**src/rtl/mbus_ctrl_bcast_tx_if.sv**
```systemverilog
// mbus_ctrl_bcast_tx_if: command-side and master-node TX-side signals of the control broadcast transmitter.
interface mbus_ctrl_bcast_tx_if #(
  parameter int ADDR_WIDTH = 8,
  parameter int DATA_WIDTH = 32
);
  logic                    CMD_REQ;
  logic [1:0]              CMD_LEN;
  logic [4*DATA_WIDTH-1:0] CMD_DATA;
  logic                    CMD_PRIORITY;
  logic                    CMD_ACK;
  logic                    CMD_DONE;
  logic                    CMD_ERR;
  logic                    BUSY;
  logic [ADDR_WIDTH-1:0]   TX_ADDR;
  logic [DATA_WIDTH-1:0]   TX_DATA;
  logic                    TX_PEND;
  logic                    TX_REQ;
  logic                    TX_PRIORITY;
  logic                    TX_ACK;
  logic                    TX_SUCC;
  logic                    TX_FAIL;
  logic                    TX_RESP_ACK;
  modport master (
    input  CMD_REQ, CMD_LEN, CMD_DATA, CMD_PRIORITY, TX_ACK, TX_SUCC, TX_FAIL,
    output CMD_ACK, CMD_DONE, CMD_ERR, BUSY, TX_ADDR, TX_DATA, TX_PEND, TX_REQ, TX_PRIORITY, TX_RESP_ACK
  );
  modport slave (
    output CMD_REQ, CMD_LEN, CMD_DATA, CMD_PRIORITY, TX_ACK, TX_SUCC, TX_FAIL,
    input  CMD_ACK, CMD_DONE, CMD_ERR, BUSY, TX_ADDR, TX_DATA, TX_PEND, TX_REQ, TX_PRIORITY, TX_RESP_ACK
  );
endinterface

```
**src/rtl/mbus_ctrl_bcast_tx.sv**
```systemverilog
// mbus_ctrl_bcast_tx: originates 1-4 word control broadcasts on the master node TX port with bounded retry.
// Optional result watchdog enabled by defining MBUS_CTRL_BCAST_TIMEOUT_EN.
module mbus_ctrl_bcast_tx #(
  parameter int                    ADDR_WIDTH     = 8,
  parameter int                    DATA_WIDTH     = 32,
  parameter int                    FUNC_WIDTH     = 4,
  parameter logic [FUNC_WIDTH-1:0] CHANNEL_CTRL   = FUNC_WIDTH'(1),
  parameter int                    MAX_RETRY      = 2,
  parameter int                    RETRY_GAP      = 16,
  parameter int                    TIMEOUT_CYCLES = 1024
) (
  input logic                 CLK_EXT,
  input logic                 RESETn_local,
  mbus_ctrl_bcast_tx_if.master bus
);
  localparam int RW = $clog2(MAX_RETRY + 1) + 1;
  localparam int GW = $clog2(RETRY_GAP + 1) + 1;
  typedef enum logic [2:0] {IDLE, SEND, ACK_LOW, WAIT_RES, RESP, GAP} state_t;
  state_t                state_q, state_d;
  logic [1:0]            len_q, len_d, idx_q, idx_d;
  logic [DATA_WIDTH-1:0] data_q [4];
  logic [DATA_WIDTH-1:0] data_d [4];
  logic [DATA_WIDTH-1:0] cmd_w [4];
  logic                  pri_q, pri_d, ok_q, ok_d;
  logic [RW-1:0]         retry_q, retry_d;
  logic [GW-1:0]         gap_q, gap_d;
  logic                  cmd_ack, cmd_done, cmd_err, tmo, idle_ok, res;
  for (genvar g = 0; g < 4; g++) begin : g_w
    assign cmd_w[g] = bus.CMD_DATA[g*DATA_WIDTH +: DATA_WIDTH];
  end
  assign res = bus.TX_SUCC || bus.TX_FAIL;
  always_ff @(posedge CLK_EXT or negedge RESETn_local) begin
    if (!RESETn_local) begin
      state_q <= IDLE;
      len_q   <= '0;
      idx_q   <= '0;
      data_q  <= '{default: '0};
      pri_q   <= 1'b0;
      ok_q    <= 1'b0;
      retry_q <= '0;
      gap_q   <= '0;
    end else begin
      state_q <= state_d;
      len_q   <= len_d;
      idx_q   <= idx_d;
      data_q  <= data_d;
      pri_q   <= pri_d;
      ok_q    <= ok_d;
      retry_q <= retry_d;
      gap_q   <= gap_d;
    end
  end
  always_comb begin
    state_d  = state_q;
    len_d    = len_q;
    idx_d    = idx_q;
    data_d   = data_q;
    pri_d    = pri_q;
    ok_d     = ok_q;
    retry_d  = retry_q;
    gap_d    = gap_q;
    cmd_ack  = 1'b0;
    cmd_done = 1'b0;
    cmd_err  = 1'b0;
    case (state_q)
      IDLE: if (bus.CMD_REQ && idle_ok) begin
        cmd_ack = 1'b1;
        len_d   = bus.CMD_LEN;
        data_d  = cmd_w;
        pri_d   = bus.CMD_PRIORITY;
        idx_d   = '0;
        retry_d = '0;
        state_d = SEND;
      end
      // a failure during the word phase means arbitration was lost or the bus errored
      SEND: begin
        ok_d    = bus.TX_FAIL ? 1'b0 : ok_q;
        state_d = bus.TX_FAIL ? RESP : bus.TX_ACK ? ACK_LOW : SEND;
      end
      ACK_LOW: begin
        ok_d    = bus.TX_FAIL ? 1'b0 : ok_q;
        idx_d   = (!bus.TX_FAIL && !bus.TX_ACK && idx_q != len_q) ? idx_q + 2'd1 : idx_q;
        state_d = bus.TX_FAIL ? RESP : bus.TX_ACK ? ACK_LOW : (idx_q != len_q) ? SEND : WAIT_RES;
      end
      WAIT_RES: begin
        ok_d    = res ? !bus.TX_FAIL : ok_q;
        state_d = res ? RESP : WAIT_RES;
      end
      RESP: if (!res) begin
        cmd_done = ok_q;
        cmd_err  = !ok_q && retry_q == RW'(MAX_RETRY);
        retry_d  = (ok_q || cmd_err) ? retry_q : retry_q + RW'(1);
        gap_d    = GW'(RETRY_GAP);
        state_d  = (ok_q || cmd_err) ? IDLE : GAP;
      end
      GAP: begin
        gap_d   = gap_q - GW'(1);
        idx_d   = '0;
        state_d = (gap_q == GW'(1)) ? SEND : GAP;
      end
      default: state_d = IDLE;
    endcase
    if (tmo) begin
      cmd_err = 1'b1;
      state_d = IDLE;
    end
  end
`ifdef MBUS_CTRL_BCAST_TIMEOUT_EN
  localparam int TW = $clog2(TIMEOUT_CYCLES + 1) + 1;
  logic [TW-1:0] to_q, to_d;
  logic          active;
  assign active  = state_q inside {SEND, ACK_LOW, WAIT_RES};
  assign tmo     = active && to_q == TW'(TIMEOUT_CYCLES);
  // stale node strobes from an abandoned transfer must clear before a new command
  assign idle_ok = !(bus.TX_ACK || bus.TX_SUCC || bus.TX_FAIL);
  assign to_d    = (state_d == SEND && state_q != SEND) ? '0 : active ? to_q + TW'(1) : '0;
  always_ff @(posedge CLK_EXT or negedge RESETn_local) begin
    if (!RESETn_local) to_q <= '0;
    else to_q <= to_d;
  end
`else
  logic unused_timeout;
  assign tmo            = 1'b0;
  assign idle_ok        = 1'b1;
  assign unused_timeout = ^TIMEOUT_CYCLES;
`endif
  assign bus.CMD_ACK     = cmd_ack;
  assign bus.CMD_DONE    = cmd_done;
  assign bus.CMD_ERR     = cmd_err;
  assign bus.BUSY        = state_q != IDLE;
  assign bus.TX_ADDR     = {{(ADDR_WIDTH-FUNC_WIDTH){1'b0}}, CHANNEL_CTRL};
  assign bus.TX_DATA     = data_q[idx_q];
  assign bus.TX_PEND     = idx_q != len_q;
  assign bus.TX_REQ      = state_q == SEND && !tmo;
  assign bus.TX_PRIORITY = pri_q;
  assign bus.TX_RESP_ACK = state_q == RESP;
endmodule

```
**src/flat_wrapper.sv**
```systemverilog
// flat-port wrapper written by rule: the top's interface ports become plain ports
module mbus_ctrl_bcast_tx_flat 
#(
  parameter int                    ADDR_WIDTH     = 8,
  parameter int                    DATA_WIDTH     = 32,
  parameter int                    FUNC_WIDTH     = 4,
  parameter logic [FUNC_WIDTH-1:0] CHANNEL_CTRL   = FUNC_WIDTH'(1),
  parameter int                    MAX_RETRY      = 2,
  parameter int                    RETRY_GAP      = 16,
  parameter int                    TIMEOUT_CYCLES = 1024
)
  (CLK_EXT, RESETn_local, bus_CMD_REQ, bus_CMD_LEN, bus_CMD_DATA, bus_CMD_PRIORITY, bus_TX_ACK, bus_TX_SUCC, bus_TX_FAIL, bus_CMD_ACK, bus_CMD_DONE, bus_CMD_ERR, bus_BUSY, bus_TX_ADDR, bus_TX_DATA, bus_TX_PEND, bus_TX_REQ, bus_TX_PRIORITY, bus_TX_RESP_ACK);
  mbus_ctrl_bcast_tx_if #(.ADDR_WIDTH(ADDR_WIDTH), .DATA_WIDTH(DATA_WIDTH)) bus_i ();
  input logic CLK_EXT;
  input logic RESETn_local;
  input wire logic [$bits(bus_i.CMD_REQ)-1:0] bus_CMD_REQ;
  input wire logic [$bits(bus_i.CMD_LEN)-1:0] bus_CMD_LEN;
  input wire logic [$bits(bus_i.CMD_DATA)-1:0] bus_CMD_DATA;
  input wire logic [$bits(bus_i.CMD_PRIORITY)-1:0] bus_CMD_PRIORITY;
  input wire logic [$bits(bus_i.TX_ACK)-1:0] bus_TX_ACK;
  input wire logic [$bits(bus_i.TX_SUCC)-1:0] bus_TX_SUCC;
  input wire logic [$bits(bus_i.TX_FAIL)-1:0] bus_TX_FAIL;
  output wire logic [$bits(bus_i.CMD_ACK)-1:0] bus_CMD_ACK;
  output wire logic [$bits(bus_i.CMD_DONE)-1:0] bus_CMD_DONE;
  output wire logic [$bits(bus_i.CMD_ERR)-1:0] bus_CMD_ERR;
  output wire logic [$bits(bus_i.BUSY)-1:0] bus_BUSY;
  output wire logic [$bits(bus_i.TX_ADDR)-1:0] bus_TX_ADDR;
  output wire logic [$bits(bus_i.TX_DATA)-1:0] bus_TX_DATA;
  output wire logic [$bits(bus_i.TX_PEND)-1:0] bus_TX_PEND;
  output wire logic [$bits(bus_i.TX_REQ)-1:0] bus_TX_REQ;
  output wire logic [$bits(bus_i.TX_PRIORITY)-1:0] bus_TX_PRIORITY;
  output wire logic [$bits(bus_i.TX_RESP_ACK)-1:0] bus_TX_RESP_ACK;
  assign bus_i.CMD_REQ = bus_CMD_REQ;
  assign bus_i.CMD_LEN = bus_CMD_LEN;
  assign bus_i.CMD_DATA = bus_CMD_DATA;
  assign bus_i.CMD_PRIORITY = bus_CMD_PRIORITY;
  assign bus_i.TX_ACK = bus_TX_ACK;
  assign bus_i.TX_SUCC = bus_TX_SUCC;
  assign bus_i.TX_FAIL = bus_TX_FAIL;
  assign bus_CMD_ACK = bus_i.CMD_ACK;
  assign bus_CMD_DONE = bus_i.CMD_DONE;
  assign bus_CMD_ERR = bus_i.CMD_ERR;
  assign bus_BUSY = bus_i.BUSY;
  assign bus_TX_ADDR = bus_i.TX_ADDR;
  assign bus_TX_DATA = bus_i.TX_DATA;
  assign bus_TX_PEND = bus_i.TX_PEND;
  assign bus_TX_REQ = bus_i.TX_REQ;
  assign bus_TX_PRIORITY = bus_i.TX_PRIORITY;
  assign bus_TX_RESP_ACK = bus_i.TX_RESP_ACK;
  mbus_ctrl_bcast_tx #(.ADDR_WIDTH(ADDR_WIDTH), .DATA_WIDTH(DATA_WIDTH), .FUNC_WIDTH(FUNC_WIDTH), .CHANNEL_CTRL(CHANNEL_CTRL), .MAX_RETRY(MAX_RETRY), .RETRY_GAP(RETRY_GAP), .TIMEOUT_CYCLES(TIMEOUT_CYCLES)) u_core (.CLK_EXT(CLK_EXT), .RESETn_local(RESETn_local), .bus(bus_i));
endmodule
```
**config.mk**
```make
export PLATFORM = sky130hd
export DESIGN_NAME = mbus_ctrl_bcast_tx_flat
export DESIGN_NICKNAME = d
export VERILOG_FILES = /design/src/rtl/mbus_ctrl_bcast_tx_if.sv /design/src/rtl/mbus_ctrl_bcast_tx.sv /design/src/flat_wrapper.sv
export SDC_FILE = /design/constraint.sdc
export NUM_CORES = 1
export LEC_CHECK = 0
export CAP_MARGIN = 20
export CORE_MARGIN = 5
export CORE_UTILIZATION = 52
export DETAILED_ROUTE_END_ITERATION = 6
export PLACE_DENSITY = 0.85
export SETUP_SLACK_MARGIN = 0.2
export SYNTH_ARGS = -nofsm -noshare
export SYNTH_HDL_FRONTEND = slang
export SYNTH_SLANG_ARGS = --single-unit
```
**constraint.sdc**
```tcl
create_clock -name CLK_EXT -period 3.9 [get_ports CLK_EXT]
set_clock_uncertainty 0.1 [all_clocks]
set_input_delay 0.78 -clock CLK_EXT [delete_from_list [all_inputs] [get_ports CLK_EXT]]
set_output_delay 0.78 -clock CLK_EXT [all_outputs]
set_load 0.01 [all_outputs]
```
==> impl_metrics.json <==
{
  "status": "completed",
  "ys_warn_count": 0,
  "dp_hpwl_mm": 10.8,
  "peakVddDrop_mv": 0.432,
  "path_class": "in -> out",
  "grt_max_degree": 134,
  "syn2layout_area_growth_pct": 35.0,
  "drt_iter0_drc": 289,
  "row_count": 41,
  "rsz0062_at_grt": "false",
  "tns_ps": 0,
  "finalCritPeriodShare_pct": 85.5,
  "path_buf_inv": 2,
  "cp_num_cells": 5,
  "wl_per_cell_um": 19.7,
  "synth-seq-cells": 146,
  "io_pins": 185,
  "critPathTopFamily": "buffers and inverters",
  "die_h_um": 124,
  "fmax_mhz": 300,
  "cts_num_sinks": 146,
  "worstSetupEndpointType": "output port",
  "reg2regPathDepth": 4,
  "synth_edf_count": 0,
  "numCtsBuffers": 17,
  "post-cts-setup-buffer-count": 0,
  "grt_pass1_wl_mm": 24.7,
  "cp_common_cell": "clkdlybuf4s50_1",
  "grt_overflow": 0,
  "layout-drive-gt1-share_pct": 24.6,
  "n_fill_cell": 865,
  "wirelength_mm": 15.6,
  "worstSetupStartpointType": "input port",
  "fp.coreArea_um2": 12700,
  "clkTransAtPathRegs_ps": 50,
  "routed_via_density": 5.47,
  "cts_tree": "done",
  "async_reset_ff_share_pct": 100,
  "max_stage_delay_ps": 560,
  "maxCapViolations": 0,
  "initial_core_util_pct": 53.4,
  "grtUsageTotal_pct": 21.4,
  "syn_area_um2": 6770,
  "synthFlopType": "dfrtp_1",
  "gp_congestion": 0.832,
  "fp.dieW_um": 124,
  "dr.pass1.iters": 4,
  "final_cell_mix": "clkdlybuf4s50_1, dfrtp_1, mux2_2",
  "cts_root_buf": "clkbuf_16",
  "crit_chain": "clkdlybuf4s50_1 > nor2_1 > nand2_1 > nor3b_1 > clkdlybuf4s50_1",
  "p_per_area_nw_per_um2": 720,
  "worst-path-max-fanout": 10,
  "drcViolationCount": 0,
  "htree_num_levels": 4,
  "grt_pass1_vias": 4707,
  "final_common_cell": "clkdlybuf4s50_1",
  "diodes": 0,
  "syn_inst": 440,
  "vias": 4340,
  "cts-resized-gates": 0,
  "tightest_slew_ps": 920,
  "place_area_um2": 8580,
  "antenna_found_initial": 2,
  "final-hold-violation-count": 0,
  "cts_max_path_buffers": 2,
  "period_minus_slack_ps": 3330,
  "avgSynthCellArea_um2": 15.4,
  "critPathRequiredTime_ps": 3020,
  "clock_latency_ps": 410,
  "slew_viol_final": 0,
  "worst-endpoint-arrival_ps": 2450,
  "slowest_stage": "clkdlybuf4s50_1",
  "leakage_nw": 3.73,
  "antenna_left": 0,
  "final_cell_area_um2": 9140,
  "synth_cell_types": 47,
  "dieArea_um2": 15400,
  "portBuffers": 176,
  "setup_violations": 0,
  "nets": 751,
  "seq_area_frac_synth_pct": 54.0,
  "maxSlewHeadroom_pct": 38.7,
  "holdBufCountCts": 0,
  "hold_path_class": "in -> async"
}
[area by class of cell]
class                      count  area (µm²)  area share [%]
sequential                   146        3660            40.0
multi-input combinational    259        2860            31.3
timing repair buffer         181        1840            20.1
clock buffer                  25         475            5.20
tap                          172         215            2.35
clock inverter                 6        80.1           0.876
inverter                       5        18.8           0.205
[kinds of logic after synthesis]
| group | after synthesis | synth area share, % |
|---|---|---|
| simple gates | 48 | 4.38 |
| buf+inv | 41 | 4.16 |
| mux | 166 | 33.5 |
| compound gates | 31 | 2.90 |
| xor+xnor | 2 | 0.259 |
| flops | 146 | 54.0 |
| fa+ha+maj | 4 | 0.739 |
| other cells | 2 | 0.111 |
[per-stage QoR]
step	hold WS [ps]	utilization (%)	worst slack (ps)	power, W	instances
2_1_floorplan	348	-	1220	0.00414	446
3_3_place_gp	362	67.7	586	0.00490	763
3_5_place_dp	374	67.7	575	0.00505	763
4_1_cts	348	72.1	575	0.00665	794
5_1_grt	381	72.1	372	0.00697	794
6_report	304	72.1	567	0.00658	794
[flip-flops by register name, indices dropped and copies added, names as in the netlist]
name,flops
u_core.gap_q,6
u_core.data_q,128
u_core.state_q,3
u_core.ok_q,1
u_core.idx_q,2
u_core.len_q,2
u_core.bus.TX_PRIORITY,1
u_core.retry_q,3
[Yosys cell counts, types with 2 or more instances]
cell type	n	share of area, %
dfrtp_1	146	54
mux2_2	74	12
mux2_1	49	8.2
mux4_2	32	11
buf_4	15	1.7
o21ai_0	14	1.0
mux2_4	10	2.2
clkbuf_1	9	0.50
nor2_1	7	0.39
nand2_1	6	0.33
nor3_1	6	0.44
buf_2	5	0.37
buf_6	5	0.83
inv_1	5	0.28
nand3_1	5	0.37
ha_1	4	0.74
a211o_1	3	0.39
a21oi_1	3	0.22
and3_1	3	0.28
a21o_1	2	0.22
a31oi_1	2	0.18
and2_1	2	0.18
and3b_1	2	0.26
conb_1	2	0.11
nand3b_1	2	0.22
nand4_1	2	0.18
nor2b_1	2	0.18
nor3b_1	2	0.22
nor4_1	2	0.18
xnor2_1	2	0.26
[path summary, 6_finish.rpt]
kind	start	end	slack, ps
min	RESETn_local	u_core.data_q[68]$_DFFE_PN0P_	300
max in group asynchronous	RESETn_local	u_core.data_q[66]$_DFFE_PN0P_	2530
max reg2reg	u_core.state_q[2]$_DFFE_PN0P_	u_core.data_q[51]$_DFFE_PN0P_	1530
max	bus_TX_FAIL	bus_CMD_ERR	570
min in group CLK_EXT	u_core.data_q[23]$_DFFE_PN0P_	u_core.data_q[23]$_DFFE_PN0P_	380
min reg2reg	u_core.data_q[23]$_DFFE_PN0P_	u_core.data_q[23]$_DFFE_PN0P_	380
[where the power goes]
part | switching (W) | internal [W]
registers | 0.000436 | 0.00227
clock network | 0.000582 | 0.000967
logic | 0.000853 | 0.00147
total | 0.00187 | 0.00471
[per-layer routing]
layer | GRT usage [%] | wire length [µm]
met5 | 0 | 25
met4 | 6.91 | 129
met3 | 6.99 | 1270
met2 | 35.1 | 7790
met1 | 26.9 | 6420
Note: power is estimated with default switching activity, not from simulation.
